==> src/rtl/pattern_game_pkg.sv <==
// Shared types and constants for the memory-game sequencer.
// The pattern width matches the LFSR generator's thermometer output.
package pattern_game_pkg;

  localparam int PATTERN_W_DEFAULT = 7;

  typedef enum logic [2:0] {
    IDLE,
    ADD,
    SHOW,
    GAP,
    INPUT,
    WIN,
    FAIL
  } state_t;

  localparam logic [PATTERN_W_DEFAULT-1:0] ALL_ON  = '1;
  localparam logic [PATTERN_W_DEFAULT-1:0] ALL_OFF = '0;

endpackage

==> src/rtl/phase_timer.sv <==
// Loadable down-counter for the SHOW and GAP phases.
// done is high while the count reads zero.
module phase_timer #(
  parameter int WIDTH = 2
) (
  input  logic             clk,
  input  logic             reset,
  input  logic             load,
  input  logic [WIDTH-1:0] load_value,
  output logic             done
);

  logic [WIDTH-1:0] count;

  always_ff @(posedge clk or posedge reset) begin
    if (reset) begin
      count <= '0;
    end else if (load) begin
      count <= load_value;
    end else if (count != '0) begin
      count <= count - 1'b1;
    end
  end

  assign done = (count == '0);

endmodule

==> src/rtl/pattern_sequence_ctrl.sv <==
// Memory-game sequencer: captures one generator pattern per round, plays the
// stored sequence on the LEDs and checks the player's entries against it.
module pattern_sequence_ctrl
  import pattern_game_pkg::*;
#(
  parameter int DEPTH       = 8,
  parameter int SHOW_CYCLES = 25_000_000,
  parameter int GAP_CYCLES  = 12_500_000,
  parameter int PATTERN_W   = PATTERN_W_DEFAULT
) (
  input  logic                       clk,
  input  logic                       reset,
  input  logic                       start,
  input  logic [PATTERN_W-1:0]       random_value,
  output logic                       stop,
  input  logic [PATTERN_W-1:0]       user_pattern,
  input  logic                       user_enter,
  output logic [PATTERN_W-1:0]       led_pattern,
  output logic [$clog2(DEPTH+1)-1:0] level,
  output logic                       busy,
  output logic                       win,
  output logic                       fail
);

  localparam int MAX_CYCLES = (SHOW_CYCLES > GAP_CYCLES) ? SHOW_CYCLES : GAP_CYCLES;
  localparam int TIMER_W    = (MAX_CYCLES > 1) ? $clog2(MAX_CYCLES) : 1;
  localparam int LEVEL_W    = $clog2(DEPTH + 1);
  localparam int IDX_W      = $clog2(DEPTH);

  localparam logic [TIMER_W-1:0] SHOW_LOAD = TIMER_W'(SHOW_CYCLES - 1);
  localparam logic [TIMER_W-1:0] GAP_LOAD  = TIMER_W'(GAP_CYCLES - 1);
  localparam logic [LEVEL_W-1:0] MAX_LEVEL = LEVEL_W'(DEPTH);

  state_t               state;
  logic [IDX_W-1:0]     idx;
  logic [PATTERN_W-1:0] mem [DEPTH];

  logic                 timer_done;
  logic                 timer_load;
  logic [TIMER_W-1:0]   timer_value;
  logic                 last_idx;
  logic [IDX_W-1:0]     wr_idx;
  logic [PATTERN_W-1:0] captured;

  assign last_idx = (LEVEL_W'(idx) == level - LEVEL_W'(1));
  assign wr_idx   = IDX_W'(level - LEVEL_W'(1));
  // A blank pattern would be invisible during playback, so store one lit LED.
  assign captured = (random_value == '0) ? PATTERN_W'(1) : random_value;

  // The timer reloads on the edge that enters SHOW or GAP.
  always_comb begin
    timer_load  = 1'b0;
    timer_value = SHOW_LOAD;
    case (state)
      ADD:  timer_load = 1'b1;
      SHOW: begin
        timer_load  = timer_done;
        timer_value = GAP_LOAD;
      end
      GAP:  timer_load = timer_done && !last_idx;
      default: ;
    endcase
  end

  phase_timer #(
    .WIDTH (TIMER_W)
  ) u_phase_timer (
    .clk        (clk),
    .reset      (reset),
    .load       (timer_load),
    .load_value (timer_value),
    .done       (timer_done)
  );

  // Sequence buffer holds data only; it is deliberately left uncleared on reset.
  always_ff @(posedge clk) begin
    if (state == ADD) begin
      mem[wr_idx] <= captured;
    end
  end

  always_ff @(posedge clk or posedge reset) begin
    if (reset) begin
      state       <= IDLE;
      idx         <= '0;
      level       <= '0;
      stop        <= 1'b0;
      led_pattern <= '0;
      busy        <= 1'b0;
      win         <= 1'b0;
      fail        <= 1'b0;
    end else begin
      case (state)
        IDLE, WIN, FAIL: begin
          if (start) begin
            state       <= ADD;
            level       <= LEVEL_W'(1);
            stop        <= 1'b1;
            busy        <= 1'b1;
            win         <= 1'b0;
            fail        <= 1'b0;
            led_pattern <= PATTERN_W'(ALL_OFF);
          end
        end
        ADD: begin
          state       <= SHOW;
          stop        <= 1'b0;
          idx         <= '0;
          led_pattern <= (wr_idx == '0) ? captured : mem[0];
        end
        SHOW: begin
          if (timer_done) begin
            state       <= GAP;
            led_pattern <= PATTERN_W'(ALL_OFF);
          end
        end
        GAP: begin
          if (timer_done) begin
            if (last_idx) begin
              state       <= INPUT;
              idx         <= '0;
              led_pattern <= user_pattern;
            end else begin
              state       <= SHOW;
              idx         <= idx + 1'b1;
              led_pattern <= mem[idx + 1'b1];
            end
          end
        end
        INPUT: begin
          led_pattern <= user_pattern;
          if (user_enter) begin
            if (user_pattern != mem[idx]) begin
              state       <= FAIL;
              fail        <= 1'b1;
              busy        <= 1'b0;
              led_pattern <= PATTERN_W'(ALL_OFF);
            end else if (!last_idx) begin
              idx <= idx + 1'b1;
            end else if (level == MAX_LEVEL) begin
              state       <= WIN;
              win         <= 1'b1;
              busy        <= 1'b0;
              led_pattern <= PATTERN_W'(ALL_ON);
            end else begin
              state       <= ADD;
              level       <= level + LEVEL_W'(1);
              stop        <= 1'b1;
              led_pattern <= PATTERN_W'(ALL_OFF);
            end
          end
        end
        default: state <= IDLE;
      endcase
    end
  end

endmodule

==> config.mk <==
export PLATFORM = sky130hd
export DESIGN_NAME = pattern_sequence_ctrl
export DESIGN_NICKNAME = d
export VERILOG_FILES = /design/src/rtl/pattern_game_pkg.sv /design/src/rtl/phase_timer.sv /design/src/rtl/pattern_sequence_ctrl.sv
export SDC_FILE = /design/constraint.sdc
export NUM_CORES = 1
export LEC_CHECK = 0
export BUFFER_PORTS_ARGS = -buffer_cell sky130_fd_sc_hd__buf_2
export CORE_MARGIN = 4
export CORE_UTILIZATION = 45
export DETAILED_ROUTE_END_ITERATION = 16
export GPL_TIMING_DRIVEN = 0
export PLACE_DENSITY_LB_ADDON = 0.3
export SKIP_CTS_REPAIR_TIMING = 1
export SYNTH_ARGS = -nofsm -noshare
export SYNTH_HDL_FRONTEND = slang
export SYNTH_SLANG_ARGS = --single-unit
==> constraint.sdc <==
create_clock -name clk -period 3.9 [get_ports clk]
set_input_delay 0.39 -clock clk [delete_from_list [all_inputs] [get_ports clk]]
set_output_delay 0.39 -clock clk [all_outputs]
set_load 0.01 [all_outputs]
# Word level (Yosys, flattened, before mapping)

Memory sizes are Yosys's and may differ from the RTL's.
Cells that the tools add are included.

Memories: 1
Register bits after elaboration: 46
Output and inout bits: 15
Latch bits: 0
ROM bits: 0
Logic and storage cells: 114
Bits in writable memories: 56
Input bits: 18

Reduce and logical (&&, ||, !) cells: 21
Div/mod/pow operators: 0
$mul: 0
Magnitude comparators: 0
Mux-type cells: 58
$add $sub $neg: 4
Shifts and indexed selects: 0
Bitwise operators: 0
Equal/unequal tests: 21

Memories:

| name | depth | width | rd ports | clocked after memory_dff | write ports | line                        | source |
|---|---|---|---|---|---|---|---|
| mem  | 8     | 7     | 3        | 0                        | 1           | pattern_sequence_ctrl.sv:36 | `logic [PATTERN_W-1:0] mem [DEPTH];` |

Operators by type and width:

| operator                                                              | number |
|---|---|
| 25-bit two-way mux                                                    | 3 |
| 7-bit two-way mux                                                     | 10 |
| 3-bit two-way mux                                                     | 13 |
| 7-bit case mux with 5 select lines                                    | 1 |
| 25-bit zero test                                                      | 1 |
| 25-bit nonzero test                                                   | 1 |
| 25-bit by 1-bit subtractor with 25-bit output (second input constant) | 1 |
| 4-bit two-way mux                                                     | 5 |
| 2-bit != test (second input constant)                                 | 10 |
| 1-bit two-way mux                                                     | 18 |
| 6-bit AND reduction                                                   | 3 |
| 3-bit case mux with 5 select lines                                    | 1 |
| 5-bit AND reduction                                                   | 3 |
| 3-bit == test (second input constant)                                 | 3 |
| 3-bit case mux with 3 select lines                                    | 1 |
| 4-bit case mux with 2 select lines                                    | 1 |
| 4-bit AND reduction                                                   | 2 |
| 7-bit zero test                                                       | 1 |
| 7-bit != test                                                         | 1 |
| 3-bit by 2-bit == test with 1-bit output (second input constant)      | 2 |
| 3-bit zero test                                                       | 2 |
| 3-bit != test (second input constant)                                 | 2 |
| 1-bit case mux with 2 select lines                                    | 3 |
| 1-bit case mux with 3 select lines                                    | 2 |
| other kinds (12)                                                      | 14 |

# Logic depth before layout (Yosys ltp)

Depth in word-level cells: 6
Mapped depth: 12
Mapped depth without buffers: 9

# Modules after synthesis

Synthesis repeated with hierarchy kept, for this count alone.

Cells, all modules: 499
Area, all modules: 5,774.3 um2

Modules (own cells, without submodules):

| module                | cells each | area each (um2) | seq. area each (um2) | times used |
|---|---|---|---|---|
| pattern_sequence_ctrl | 344        | 4,367.9         | 2,207.1              | 1 |
| phase_timer           | 155        | 1,406.3         | 625.6                | 1 |

# Worst setup path after synthesis

No wires, ideal clock.

Path type: register -> register
Start point: register level[0]
End point: register led_pattern[3]
Data required time: 3,764 ps
Arrival: 3,120 ps
Setup time: 136 ps
Period minus slack after synthesis: 3,256 ps
Stages on the path, launching flop included: 12
Buffers on the path: 2
Path slack: 644 ps
Cell sequence: dfrtp_1 clkbuf_1 inv_1 ha_1 clkbuf_1 xor2_1 or4_1 a31oi_1 nor2_1 a221o_1 a2111oi_2 nor3_1

Cells in the longest elaborated chain, start to end: 6
Elaborated cells between the ends (all ways): 12
Those cells by class: add/sub (1); eq/ne (2); mux (8); reduce/logical (1)

RTL lines:

| element                                                                              | line                                                      | source |
|---|---|---|
| from (decl)                                                                          | pattern_sequence_ctrl.sv:19                               | `output logic [$clog2(DEPTH+1)-1:0] level,` |
| from (signal assigned)                                                               | pattern_sequence_ctrl.sv:147                              | `level <= level + LEVEL_W'(1);` |
| 4-bit by 1-bit subtractor with 4-bit output / 4-bit == test (equally long branches)  | pattern_sequence_ctrl.sv:46, pattern_sequence_ctrl.sv:140 |  |
| 3-bit by 4-bit == test with 1-bit output / 7-bit two-way mux (equally long branches) | pattern_sequence_ctrl.sv:45, pattern_sequence_ctrl.sv:140 |  |
| 7-bit two-way mux                                                                    | pattern_sequence_ctrl.sv:138                              | `end else if (!last_idx) begin` |
| 7-bit two-way mux                                                                    | pattern_sequence_ctrl.sv:133                              | `if (user_pattern != mem[idx]) begin` |
| 7-bit two-way mux                                                                    | pattern_sequence_ctrl.sv:132                              | `if (user_enter) begin` |
| 7-bit case mux with 5 select lines *                                                 | pattern_sequence_ctrl.sv:93                               | `case (state)` |
| to (signal assigned)                                                                 | pattern_sequence_ctrl.sv:131                              | `led_pattern <= user_pattern;` |
| to (signal assigned)                                                                 | pattern_sequence_ctrl.sv:137                              | `led_pattern <= PATTERN_W'(ALL_OFF);` |
| to (signal assigned)                                                                 | pattern_sequence_ctrl.sv:144                              | `led_pattern <= PATTERN_W'(ALL_ON);` |
| to (decl)                                                                            | pattern_sequence_ctrl.sv:18                               | `output logic [PATTERN_W-1:0] led_pattern,` |

Mark *: on every way between the ends. The rest lies on a longest branch, timed or not. The select of a mux whose other input is x is not followed.
A chain may end at the register's enable or synchronous reset.

# Worst setup path after layout

Same ends and word-level chain as after synthesis.

==> results.py <==
metrics = {
    "sta": {
        "timing.hold.ws_ns": 0.329,
        "finClkSkew_ns": 0.00858,
        "max_freq_ghz": 0.296,
        "grt_setup_unrepaired": "false",
        "final_max_slew_viol_count": 0,
        "tns_ns": 0,
        "finalCritPeriodShare": 0.867,
        "tightest_slew_ns": 1.35,
        "setup_slack_ns": 0.520,
        "max_slew_margin": 0.0964,
        "finalHoldViolCount": 0,
        "fin_crit_ns": 3.38,
        "setup_viol": 0,
    },
    "pwr": {
        "pwr_density_cell_nw_per_um2": 583,
        "irDropWorstVdd_uv": 465,
        "finalPower_w": 0.00370,
        "p_leak_nw": 2.29,
    },
    "route": {
        "drc": 0,
        "via_per_inst": 5.75,
        "routed_wl_um": 13500,
        "vias": 4021,
        "avgRoutedWirePerCell_um": 19.3,
        "dr.pass1.iters": 4,
        "drt-initial-drc-count": 266,
        "final_antenna_net_count": 0,
    },
    "setup_path": {
        "critPathLaunchType": "flop",
        "cp.required_ns": 4.13,
        "r2r_start": "level[0]$_DFFE_PP0P_",
        "cp_data_arrival_time_ns": 3.61,
        "cp_slowest_stage_delay_ns": 0.53,
        "r2r-end": "led_pattern[3]$_DFFE_PP0P_",
        "cp_num_buf_inv": 3,
        "ff2ff_setup_slack_ns": 0.52,
        "cpMaxStageDelayCell": "or4_1",
        "end_kind": "flop",
        "critPathTopFamily": "compound AO/OA/AOI/OAI gates",
        "worstSetupPathType": "reg2reg",
        "reg2regPathDepth": 11,
        "critPathMaxFanout": 10,
        "path_cells": "clkbuf_2, inv_1, ha_1, clkbuf_1, xor2_1, or4_1, a31oi_2, nor2_1, a221o_1, a2111oi_2, nor3_1",
    },
    "logic_synthesis": {
        "synth_fp_nets": 502,
        "post-synth-top-count-cell": "edfxtp_1",
        "synthTopCellsByCount": "56 x edfxtp_1, 46 x dfrtp_1, 46 x nand2_1, 38 x nor2_1, 26 x mux4_2",
        "synthArstFlopShare": 0.451,
        "synth_cell_type_count": 63,
        "synth_edf_count": 56,
        "yosys.area.top_type_share": 0.298,
        "ys_ff_latch": 102,
        "synth_area_leaders": "edfxtp_1 30%, dfrtp_1 20%, mux4_2 10%",
        "synth_seq_area_share": 0.503,
        "syn_inst": 478,
        "avgSynthCellArea_um2": 11.8,
        "synth_area_um2": 5630,
        "synthFlopType": "edfxtp_1",
        "yosys.area.top_type": "edfxtp_1",
        "yosys_warnings": 0,
    },
    "grt": {
        "grt_pass1_wl_um": 21800,
        "grt_max_degree": 38,
        "grt_overflow": 0,
        "track_usage": 0.197,
        "antenna_found_initial": 0,
        "grt_pass1_vias": 4095,
    },
    "clock_tree": {
        "numCtsBuffers": 9,
        "worstSkewPairLatency_ns": 0.35,
        "clockBufferDepth": 2,
        "clockRootBuffer": "clkbuf_16",
        "tritoncts": "built",
        "cts_max_level": 3,
        "cts.sinks": 102,
        "path_clk_slew_ns": 0.07,
    },
    "place": {
        "placed_cell_area_um2": 6050,
        "hpwl_um": 9940,
        "portBuffers": 32,
        "place.gp.congestion": 0.859,
        "place_ws_ns": 0.147,
    },
    "min_path": {
        "worstHoldPathType": "in2reg",
        "min_from": "user_pattern[5]",
        "holdPathEnd": "led_pattern[5]$_DFFE_PP0P_",
        "worst_hold_path.num_cells": 3,
    },
    "final_layout": {
        "drive_gt1_frac": 0.198,
        "fill_cells": 1092,
        "syn_to_final_growth_pct": 12.8,
        "final_nets": 549,
        "finalInstanceArea_um2": 6360,
    },
    "floorplanning": {
        "num_rows": 40,
        "io_pins": 33,
        "core_area_um2": 12100,
        "chipWidth_um": 120,
        "die_h_um": 120,
        "die-area_um2": 14400,
        "start_util": 0.465,
    },
    "outcome": {
        "status": "complete, no violations",
    },
    "flow_run": {
        "cap_violations": 0,
    },
}
power by group:
| part | leakage (nW) | switching [W] | internal (W) | total (W) |
|---|---|---|---|---|
| registers | 1.03 | 0.000104 | 0.00127 | 0.00138 |
| logic | 1.13 | 0.000844 | 0.000631 | 0.00148 |
| clock network | 0.128 | 0.000410 | 0.000441 | 0.000851 |
| total | 2.29 | 0.00136 | 0.00235 | 0.00370 |
tightest hold or removal path: stages:
cell,delay (ns)
buf_2,0.11
a222oi_1,0.08
nand2_1,0.07
metrics by stage:
step           instances   util
6_report             699  0.525
3_3_place_gp         678  0.496
2_1_floorplan        478      -
3_5_place_dp         681  0.500
5_1_grt              698  0.525
4_1_cts              697  0.523
layout by cell type, fill, tap and decap left out, types with 3 or more instances in the layout:
cell type / synthesis / final
edfxtp_1: 56 / 56
nand2_1: 46 / 46
dfrtp_1: 46 / 46
buf_2: 7 / 39
nor2_1: 38 / 38
mux4_2: 26 / 26
mux2i_1: 23 / 23
a21oi_1: 21 / 21
clkbuf_1: 18 / 19
xor2_1: 18 / 18
nor3_1: 17 / 17
xnor2_1: 15 / 14
o21ai_0: 13 / 13
inv_1: 10 / 9
nand2b_1: 9 / 9
nand3_1: 9 / 9
nor4_1: 11 / 9
clkbuf_16: 0 / 9
a31oi_1: 8 / 7
ha_1: 6 / 6
o21a_1: 5 / 5
buf_4: 2 / 4
nor2b_1: 4 / 4
and3_1: 4 / 4
o22ai_1: 4 / 4
and2_1: 4 / 4
o2bb2ai_1: 4 / 4
or4_1: 3 / 3
nand3b_1: 3 / 3
a21o_1: 3 / 3
or3_1: 3 / 3
a222oi_1: 3 / 3
registers in the layout, summed over array words and instances (netlist names), 3 cells and up:
name,cells
led_pattern,7
mem,56
idx,3
level,4
u_phase_timer.count,25
state,3
how the worst max path moves through the flow:
stage	to	depth (start not counted)	startpoint	slack, ns
finish	led_pattern[3]$_DFFE_PP0P_	11	level[0]$_DFFE_PP0P_	0.52
global route	led_pattern[3]$_DFFE_PP0P_	11	level[0]$_DFFE_PP0P_	0.20
detailed placement	led_pattern[3]$_DFFE_PP0P_	11	level[0]$_DFFE_PP0P_	0.15
floorplan	led_pattern[3]$_DFFE_PP0P_	11	level[0]$_DFFE_PP0P_	0.64
CTS	led_pattern[3]$_DFFE_PP0P_	11	level[0]$_DFFE_PP0P_	0.12
global placement	led_pattern[3]$_DFFE_PP0P_	11	level[0]$_DFFE_PP0P_	0.22
final cells by class:
type	count	area (um^2)	area share
Antenna cell	1	2.50	0.000394
Inverter	10	37.5	0.00591
Multi-Input combinational cell	336	2650	0.418
Sequential cell	102	2830	0.446
Tap cell	168	210	0.0331
Timing Repair Buffer	36	205	0.0323
Clock inverter	5	43.8	0.00689
Buffer	30	138	0.0217
Clock buffer	11	233	0.0366
metal layers:
layer  track usage  wire length, um  vias to the layer above
met2         0.329             6770                      110
met5             0                0                        -
met1         0.252             5710                     1998
met3        0.0485              699                       23
li1              -                -                     1890
met4        0.0673              297                        0
cells by family after synthesis:
logic type | after synthesis | share of synthesized area
fa+ha+maj | 6 | 0.0133
simple gates | 160 | 0.143
compound gates | 84 | 0.105
xor+xnor | 33 | 0.0513
flops | 102 | 0.503
buf+inv | 40 | 0.0309
mux | 53 | 0.154
Note: power is estimated with default switching activity, not from simulation.
